<file path="src/rtl/cache_pkg.sv">
// Shared cache-side types: write-back FSM states and counter widths.
// Imported by the eviction write-back buffer and other cache blocks.
package cache_pkg;

    typedef enum logic [1:0] {
        WB_IDLE     = 2'd0,
        WB_REQ      = 2'd1,
        WB_ACK_WAIT = 2'd2
    } wb_state_e;

    localparam int DROP_W = 16;

endpackage

</file>
<file path="src/rtl/victim_fifo.sv">
// Victim queue: circular storage with head/tail pointers and occupancy.
// Ports: push_i/data_i write tail, pop_i advances head, data_o = head, count_o.
module victim_fifo #(
    parameter  int DEPTH = 4,
    parameter  int WIDTH = 8,
    localparam int PW    = $clog2(DEPTH),
    localparam int CW    = PW + 1
) (
    input  logic             clk,
    input  logic             rst_n,
    input  logic             push_i,
    input  logic [WIDTH-1:0] data_i,
    input  logic             pop_i,
    output logic [WIDTH-1:0] data_o,
    output logic [CW-1:0]    count_o
);

    logic [WIDTH-1:0] mem_q [DEPTH];
    logic [PW-1:0]    head_q;
    logic [PW-1:0]    tail_q;
    logic [CW-1:0]    count_q;

    // Storage needs no reset; occupancy tracking decides validity.
    always_ff @(posedge clk) begin
        if (push_i) begin
            mem_q[tail_q] <= data_i;
        end
    end

    // DEPTH is a power of two, so pointers wrap by natural overflow.
    always_ff @(posedge clk or negedge rst_n) begin
        if (!rst_n) begin
            head_q  <= '0;
            tail_q  <= '0;
            count_q <= '0;
        end else begin
            if (push_i) tail_q <= tail_q + 1'b1;
            if (pop_i)  head_q <= head_q + 1'b1;
            unique case ({push_i, pop_i})
                2'b10:   count_q <= count_q + 1'b1;
                2'b01:   count_q <= count_q - 1'b1;
                default: count_q <= count_q;
            endcase
        end
    end

    assign data_o  = mem_q[head_q];
    assign count_o = count_q;

endmodule

</file>
<file path="src/rtl/evict_wb_buffer.sv">
// Eviction write-back buffer: queues nonzero evicted addresses, issues them
// as wb requests (valid/ready then ack), retries on ack timeout, counts drops.
// Ports: clk, reset (async active-low), evicted_address, wb_valid/wb_addr/
// wb_ready/wb_ack, full, empty, count, drop_count, timeout_err.
module evict_wb_buffer
    import cache_pkg::*;
#(
    parameter  int DEPTH       = 4,
    parameter  int ADDR_WIDTH  = 8,
    parameter  int ACK_TIMEOUT = 15,
    localparam int CW          = $clog2(DEPTH) + 1,
    localparam int TW          = $clog2(ACK_TIMEOUT + 1)
) (
    input  logic                  clk,
    input  logic                  reset,
    input  logic [ADDR_WIDTH-1:0] evicted_address,
    output logic                  wb_valid,
    output logic [ADDR_WIDTH-1:0] wb_addr,
    input  logic                  wb_ready,
    input  logic                  wb_ack,
    output logic                  full,
    output logic                  empty,
    output logic [CW-1:0]         count,
    output logic [DROP_W-1:0]     drop_count,
    output logic                  timeout_err
);

    wb_state_e             state_q, state_d;
    logic [TW-1:0]         timer_q, timer_d;
    logic [DROP_W-1:0]     drop_q, drop_d;
    logic                  terr_q, terr_d;
    logic                  evict, push, pop;
    logic [ADDR_WIDTH-1:0] head;

    victim_fifo #(
        .DEPTH (DEPTH),
        .WIDTH (ADDR_WIDTH)
    ) u_fifo (
        .clk     (clk),
        .rst_n   (reset),
        .push_i  (push),
        .data_i  (evicted_address),
        .pop_i   (pop),
        .data_o  (head),
        .count_o (count)
    );

    assign full  = (count == CW'(DEPTH));
    assign empty = (count == '0);
    assign evict = (evicted_address != '0);
    // Pop depends only on state and ack, so push may safely depend on it.
    assign pop   = (state_q == WB_ACK_WAIT) && wb_ack;
    assign push  = evict && (!full || pop);

    always_comb begin
        state_d = state_q;
        timer_d = timer_q;
        terr_d  = terr_q;
        drop_d  = drop_q;
        if (evict && !push && (drop_q != '1)) begin
            drop_d = drop_q + 1'b1;
        end
        unique case (state_q)
            WB_IDLE: begin
                if (!empty) state_d = WB_REQ;
            end
            WB_REQ: begin
                if (wb_ready) begin
                    state_d = WB_ACK_WAIT;
                    timer_d = '0;
                end
            end
            WB_ACK_WAIT: begin
                if (wb_ack) begin
                    // A same-cycle push also counts as a remaining entry.
                    state_d = ((count > CW'(1)) || push) ? WB_REQ : WB_IDLE;
                end else if (timer_q == TW'(ACK_TIMEOUT - 1)) begin
                    terr_d  = 1'b1;
                    state_d = WB_REQ;
                end else begin
                    timer_d = timer_q + 1'b1;
                end
            end
            default: state_d = WB_IDLE;
        endcase
    end

    always_ff @(posedge clk or negedge reset) begin
        if (!reset) begin
            state_q <= WB_IDLE;
            timer_q <= '0;
            drop_q  <= '0;
            terr_q  <= 1'b0;
        end else begin
            state_q <= state_d;
            timer_q <= timer_d;
            drop_q  <= drop_d;
            terr_q  <= terr_d;
        end
    end

    assign wb_valid    = (state_q == WB_REQ);
    assign wb_addr     = wb_valid ? head : '0;
    assign drop_count  = drop_q;
    assign timeout_err = terr_q;

endmodule

</file>
<file path="config.mk">
export PLATFORM = sky130hd
export DESIGN_NAME = evict_wb_buffer
export DESIGN_NICKNAME = d
export VERILOG_FILES = /design/src/rtl/cache_pkg.sv /design/src/rtl/victim_fifo.sv /design/src/rtl/evict_wb_buffer.sv
export SDC_FILE = /design/constraint.sdc
export NUM_CORES = 1
export LEC_CHECK = 0
export BUFFER_PORTS_ARGS = -buffer_cell sky130_fd_sc_hd__buf_2
export CAP_MARGIN = 10
export CORE_MARGIN = 3
export CORE_UTILIZATION = 45
export CTS_CLUSTER_SIZE = 40
export DETAILED_ROUTE_END_ITERATION = 10
export GPL_TIMING_DRIVEN = 0
export PLACE_DENSITY = 0.68
export SYNTH_ARGS = -nofsm -noshare
export SYNTH_HDL_FRONTEND = slang
export SYNTH_HIERARCHICAL = 1
export SYNTH_SLANG_ARGS = --single-unit
</file>
<file path="constraint.sdc">
create_clock -name clk -period 5.95 [get_ports clk]
set_clock_uncertainty 0.2 [all_clocks]
set_input_delay 0.8925 -clock clk [delete_from_list [all_inputs] [get_ports clk]]
set_output_delay 0.8925 -clock clk [all_outputs]
set_load 0.05 [all_outputs]
</file>
Word level (Yosys, flattened, before mapping). Memory sizes are Yosys's and may differ from the RTL's. Index checks and enable logic that the tools add are counted.

Add/subtract/negate cells: 6. $lt $le $gt $ge: 1. Eq/ne operators: 12. Muxes and demuxes: 14. Bitwise gates (word level): 1. Reductions and logical operators: 16.

Operators by type and width (count): 16-bit by 1-bit adder with 16-bit output (second input constant) (1); 16-bit inequality test (second input constant) (1); 4-bit two-way mux (3); 2-bit two-way mux (4); 8-bit two-way mux (1); 4-bit one-hot mux with 2 select lines (1); 8-bit nonzero test (1); 2-bit inequality test (second input constant) (3); 2-bit one-hot mux with 3 select lines (1); 3-bit one-hot mux with 2 select lines (1); 3-bit AND reduction (2); 2-bit by 1-bit adder with 2-bit output (second input constant) (2); 4-bit by 1-bit adder with 4-bit output (second input constant) (1); 2-bit by 1-bit equality test with 1-bit output (second input constant) (2); 2-bit equality test (second input constant) (2); 4-bit equality test (second input constant) (1); 1-bit logical AND (4); 4-bit AND reduction (1); 2-bit nonzero test (2); 3-bit by 1-bit adder with 3-bit output (second input constant) (1); 3-bit equality test (second input constant) (1); 3-bit by 1-bit > comparator with 1-bit output (second input constant) (1); 3-bit zero test (1); 1-bit two-way mux (3); other kinds (7) (9).

Bits in registers: 30. Bits in writable memories: 32. Input bits: 12. Logic and storage cells: 58. Memories kept: 1.

Memories: u_fifo.mem_q (depth 4, width 8, read ports 1, clocked after Yosys merged registers in 0, write ports 1, line victim_fifo.sv:18) `logic [WIDTH-1:0] mem_q [DEPTH];`.

Longest topological paths before layout.
Word-level depth: 8. Depth in mapped cells: 10.

Cells and area by module. The synthesis kept the hierarchy.

By module, submodules not included: victim_fifo (instances 1, cells each 76, area an instance 1541.5 µm², seq. area each 1136.1 µm²); evict_wb_buffer (instances 1, cells each 119, area an instance 1242.4 µm², seq. area each 575.6 µm²).

Worst setup path after synthesis. Ideal clock, no wire load.

Path kind: register to register. From: register u_fifo.count_q[2], in the netlist u_fifo/count_o[2]. To: register u_fifo.count_q[2], in the netlist u_fifo/count_o[2]. Library setup time: 0.082 ns. Arrival: 2.899 ns. Data required time: 5.668 ns. Path slack: 2.769 ns. Stages on the path, launching flop included: 11. Period minus slack after synthesis: 3.181 ns. Cell sequence: dfrtp_1 -> nor3b_2 -> nor2b_4 -> nor2_1 -> inv_1 -> ha_1 -> inv_1 -> fa_1 -> xor2_1 -> nor2_1 -> xor2_1.

Cells in the longest elaborated chain, start to end: 6. Elaborated cells on any way between the ends: 10. Classes of those cells: add/sub: 2; eq/ne: 3; mux: 1; reduce/logical: 4.

RTL lines: start, declared (line victim_fifo.sv:21) `logic [CW-1:0] count_q;`; start signal, assigned (line victim_fifo.sv:40) `2'b10: count_q <= count_q + 1'b1;`; start signal, assigned (line victim_fifo.sv:41) `2'b01: count_q <= count_q - 1'b1;`; start signal, assigned (line victim_fifo.sv:42) `default: count_q <= count_q;`; 3-bit equality test (*) (line evict_wb_buffer.sv:48) `assign full = (count == CW'(DEPTH));`; net full (line evict_wb_buffer.sv:21) `output logic full,`; 1-bit zero test (*) (line evict_wb_buffer.sv:53) `assign push = evict && (!full || pop);`; 1-bit logical OR (*) (line evict_wb_buffer.sv:53); 1-bit logical AND (*) (line evict_wb_buffer.sv:53); net push (line evict_wb_buffer.sv:32) `logic evict, push, pop;`; 2-bit by 1-bit equality test with 1-bit output or 2-bit equality test (tied branches) (line victim_fifo.sv:39) `unique case ({push_i, pop_i})`; 3-bit one-hot mux with 2 select lines or 2-bit nonzero test (tied branches).

Mark *: on every way through the listed nets, which the timed path passes. The rest lies on a longest branch. A chain may end at the register's enable or synchronous reset.

Worst setup path after layout.
From: input evicted_address[1]. To: register u_fifo.count_q[2], in the netlist u_fifo/count_o[2].

Cells in the longest elaborated chain, start to end: 4. Elaborated cells on any way between the ends: 6. Classes of those cells: eq/ne: 2; mux: 1; reduce/logical: 3.

RTL lines: start, declared (line evict_wb_buffer.sv:16) `input logic [ADDR_WIDTH-1:0] evicted_address,`; 8-bit nonzero test (*) (line evict_wb_buffer.sv:50) `assign evict = (evicted_address != '0);`; 1-bit logical AND (*) (line evict_wb_buffer.sv:53); net push (line evict_wb_buffer.sv:32); 2-bit by 1-bit equality test with 1-bit output or 2-bit equality test (tied branches) (line victim_fifo.sv:39); 3-bit one-hot mux with 2 select lines or 2-bit nonzero test (tied branches).

Marked as above.

==> run_results.csv <==
group,metric,value,unit
setup_path,crit_chain,"buf_2, nor4_1, and2_1, nor2_1, inv_1, ha_1, inv_1, fa_1, xor2_1, nor2_1, xor2_1",
setup_path,worstPathMaxFanout,8,
worst_hold_path,min_path_cells,1,
cts,cts_root_buf,"clkbuf_8",
yosys,synthTopCellsByArea,"edfxtp_1 (35%), dfrtp_1 (27%), mux4_2 (6.5%)",
job,drv_cap,0,
sta,layout_worst_path_cycle_share,48.70,%
place,gp_congestion,0.7435,
routing,drtPass1Iterations,4,
sta,slew_violations,0,
floorplan,core-area,5956,sq um
setup_path,crit_arrival,2.95,ns
yosys,synth_edf_count,32,
cts,clock-sinks,62,
setup_path,endpoint,"u_fifo/count_o[2]$_DFFE_PN0P_",
cts,postCtsSetupRepairBufs,0,
cells_and_area,fin_area,3292,sq um
setup_path,max_stage_delay,0.44,ns
cts,htreeDepth,3,
sta,setup-tns-final,0,ns
run_status,status,"complete, no violations",
floorplan,die_h,84.66,microns
routing,drtIter0Drc,58,
setup_path,start_kind,"input port",
sta,final_hold_viol_count,0,
setup_path,r2r_cells,10,
routing,wl_met2,2.389,mm
sta,finalHoldWorstSlack,0.2714,ns
sta,max_freq,345.1,MHz
yosys,avgSynthCellArea,14.28,sq um
cells_and_area,layout-drive-gt1-share,29.25,%
setup_path,worst_ep_required_time,6.01,ns
yosys,yosysTopAreaCellShare,34.52,%
yosys,syn_area,2784,sq um
routing,route.met3.wl,195,microns
cts,path_clk_slew,0.07,ns
setup_path,cpMaxStageDelayCell,"nor4_1",
floorplan,fp.dieW,84.66,microns
yosys,synth.distinct_cells,37,
routing,antenna_left,0,
routing,met1Wirelength,2.256,mm
sta,slew_headroom,55.98,%
yosys,synthArstFlopShare,48.39,%
setup_path,cp-end-kind,"flop",
pwr,powerDensity,542.1,nW/um^2
global_route,antenna_found_initial,0,
cts,hold_buffers,0,
sta,min_period,2.898,ns
yosys,yosysWarnings,6,
setup_path,crit-reg2reg-capture,"u_fifo/count_o[2]$_DFFE_PN0P_",
global_route,grt_pass1_wl,8.397,mm
place,portBuffers,42,
global_route,grt_max_degree,31,
cts,clock_latency,0.33,ns
routing,wl_per_cell,15.02,microns
floorplan,start_util,46.74,%
floorplan,io_pins,43,
yosys,synth.most_common_cell,"edfxtp_1",
sta,tightest_slew,0.6602,ns
yosys,netlist_instances,195,
global_route,grt_pass1_vias,1717,
setup_path,r2r_slack,3.52,ns
routing,via_per_inst,5.000,
sta,setup_violations,0,
setup_path,worstSetupPathType,"in -> reg",
cts,cts_tree,"done",
setup_path,timing.rr.start,"state_q[0]$_DFFE_PN0P_",
cts,clockBufferDepth,2,
routing,top_layer,"met4",
yosys,syn_nets,216,
routing,drc,0,
sta,rsz0062_at_grt,"false",
place,place_area,3088,sq um
pwr,ir_worst_vdd,0.3523,mV
cells_and_area,nFillCells,535,
place,hpwl,3.482,mm
pwr,leakagePower,0.001452,uW
cts,cts_made_buffers,9,
cells_and_area,area_growth,18.25,%
setup_path,critPathLaunch,"evicted_address[1]",
floorplan,row_count,28,
cells_and_area,fin_nets,269,
yosys,synthTopCellsByCount,"edfxtp_1 (32), dfrtp_1 (30), xor2_1 (15)",
global_route,grt-ovfl-total,0,
cells_and_area,antenna_cells,0,
yosys,ys_seq_elements,62,
global_route,grt_usage,15.24,%
yosys,synth.yosys.seq_area_share,61.48,%
routing,wirelength,4.926,mm
yosys,yosysTopAreaCell,"edfxtp_1",
routing,vias,1640,
yosys,ys.flop_type,"edfxtp_1",
cts,post_cts_resized,0,
worst_hold_path,hp-class,"reg -> reg",
floorplan,die_area,7166,sq um
==> where the power goes <==
group / switching, uW / internal, uW / leakage [uW] / total (uW)
Combinational: 494 / 234 / 0.000669 / 727
Sequential: 74.7 / 600 / 0.000681 / 675
Clock: 151 / 231 / 0.000103 / 382
==> registers in the layout (all words and copies together), names as in the netlist <==
name	cells
u_fifo/mem_q	32
drop_count	16
timer_q	4
u_fifo/count_o	3
state_q	2
u_fifo/head_q	2
u_fifo/tail_q	2
timeout_err	1
==> cells by family after synthesis <==
group | share of synthesized area [%]
mux | 7.236
xor+xnor | 7.236
fa+ha+maj | 4.315
buf+inv | 2.472
compound gates | 2.112
simple gates | 15.15
flops | 61.48
==> worst min-delay path by stage <==
stage	start	end	slack (ns)
3_3_place_gp	timeout_err$_DFFE_PN0P_	timeout_err$_DFFE_PN0P_	0.25
6_report	timeout_err$_DFFE_PN0P_	timeout_err$_DFFE_PN0P_	0.27
5_1_grt	timeout_err$_DFFE_PN0P_	timeout_err$_DFFE_PN0P_	0.29
3_5_place_dp	timeout_err$_DFFE_PN0P_	timeout_err$_DFFE_PN0P_	0.26
4_1_cts	timeout_err$_DFFE_PN0P_	timeout_err$_DFFE_PN0P_	0.27
2_1_floorplan	u_fifo/tail_q[0]$_DFFE_PN0P_	u_fifo/tail_q[0]$_DFFE_PN0P_	0.29
==> routing by layer <==
metal	vias to the layer above	GRT usage (%)
met5	-	0
met4	0	7.338
met3	7	4.122
met2	30	23.70
met1	802	19.87
li1	801	-
==> layout make-up <==
type / instances / area, sq um / share of cell area [%]
repair buffers: 42 / 210.2 / 6.385
clock buffers: 10 / 127.6 / 3.877
flip-flops and latches: 62 / 1712 / 52.00
plain buffers: 4 / 31.28 / 0.9502
multi-input cells: 119 / 1003 / 30.48
inverters: 10 / 37.54 / 1.140
well taps: 75 / 93.84 / 2.851
clock inverters: 6 / 76.32 / 2.319
==> cell usage in the layout, fill, tap and decap left out, types with 2 or more instances in the layout <==
| cell | Yosys | layout |
|---|---|---|
| o21ai_0 | 4 | 4 |
| nor3_2 | 2 | 2 |
| buf_6 | 2 | 2 |
| inv_1 | 10 | 10 |
| bufinv_16 | 0 | 2 |
| clkinv_1 | 0 | 3 |
| edfxtp_1 | 32 | 32 |
| buf_2 | 1 | 43 |
| nor4_1 | 4 | 4 |
| nand3_1 | 11 | 11 |
| nor3_1 | 2 | 2 |
| and2_1 | 14 | 14 |
| and3_1 | 3 | 3 |
| nand2_1 | 11 | 11 |
| dfrtp_1 | 30 | 30 |
| clkbuf_8 | 0 | 9 |
| nor2_1 | 8 | 8 |
| ha_1 | 8 | 8 |
| xnor2_1 | 8 | 8 |
| mux4_2 | 8 | 8 |
| clkbuf_1 | 1 | 2 |
| xor2_1 | 15 | 15 |
| nand4_1 | 3 | 3 |
| a21oi_1 | 2 | 2 |
==> worst max-delay path, delay by kind of cell <==
kind                       cells  cell delay (ns)
xor gates and xnor gates       2             0.32
and+or+nand+nor                4             0.92
buffers and inverters          3             0.27
adders and majority gates      2             0.55
==> per-stage QoR <==
| step | setup WS (ns) | total power (uW) | util [%] | instances |
|---|---|---|---|---|
| CTS | 2.995 | 1807 | 55.27 | 328 |
| global route | 2.853 | 1888 | 55.27 | 328 |
| finish | 3.053 | 1785 | 55.27 | 328 |
| global placement | 2.664 | 1398 | 51.85 | 312 |
| detailed placement | 2.657 | 1421 | 51.85 | 312 |
| floorplan | 2.769 | 1243 | - | 195 |
Power figures use the tool's default switching activity.
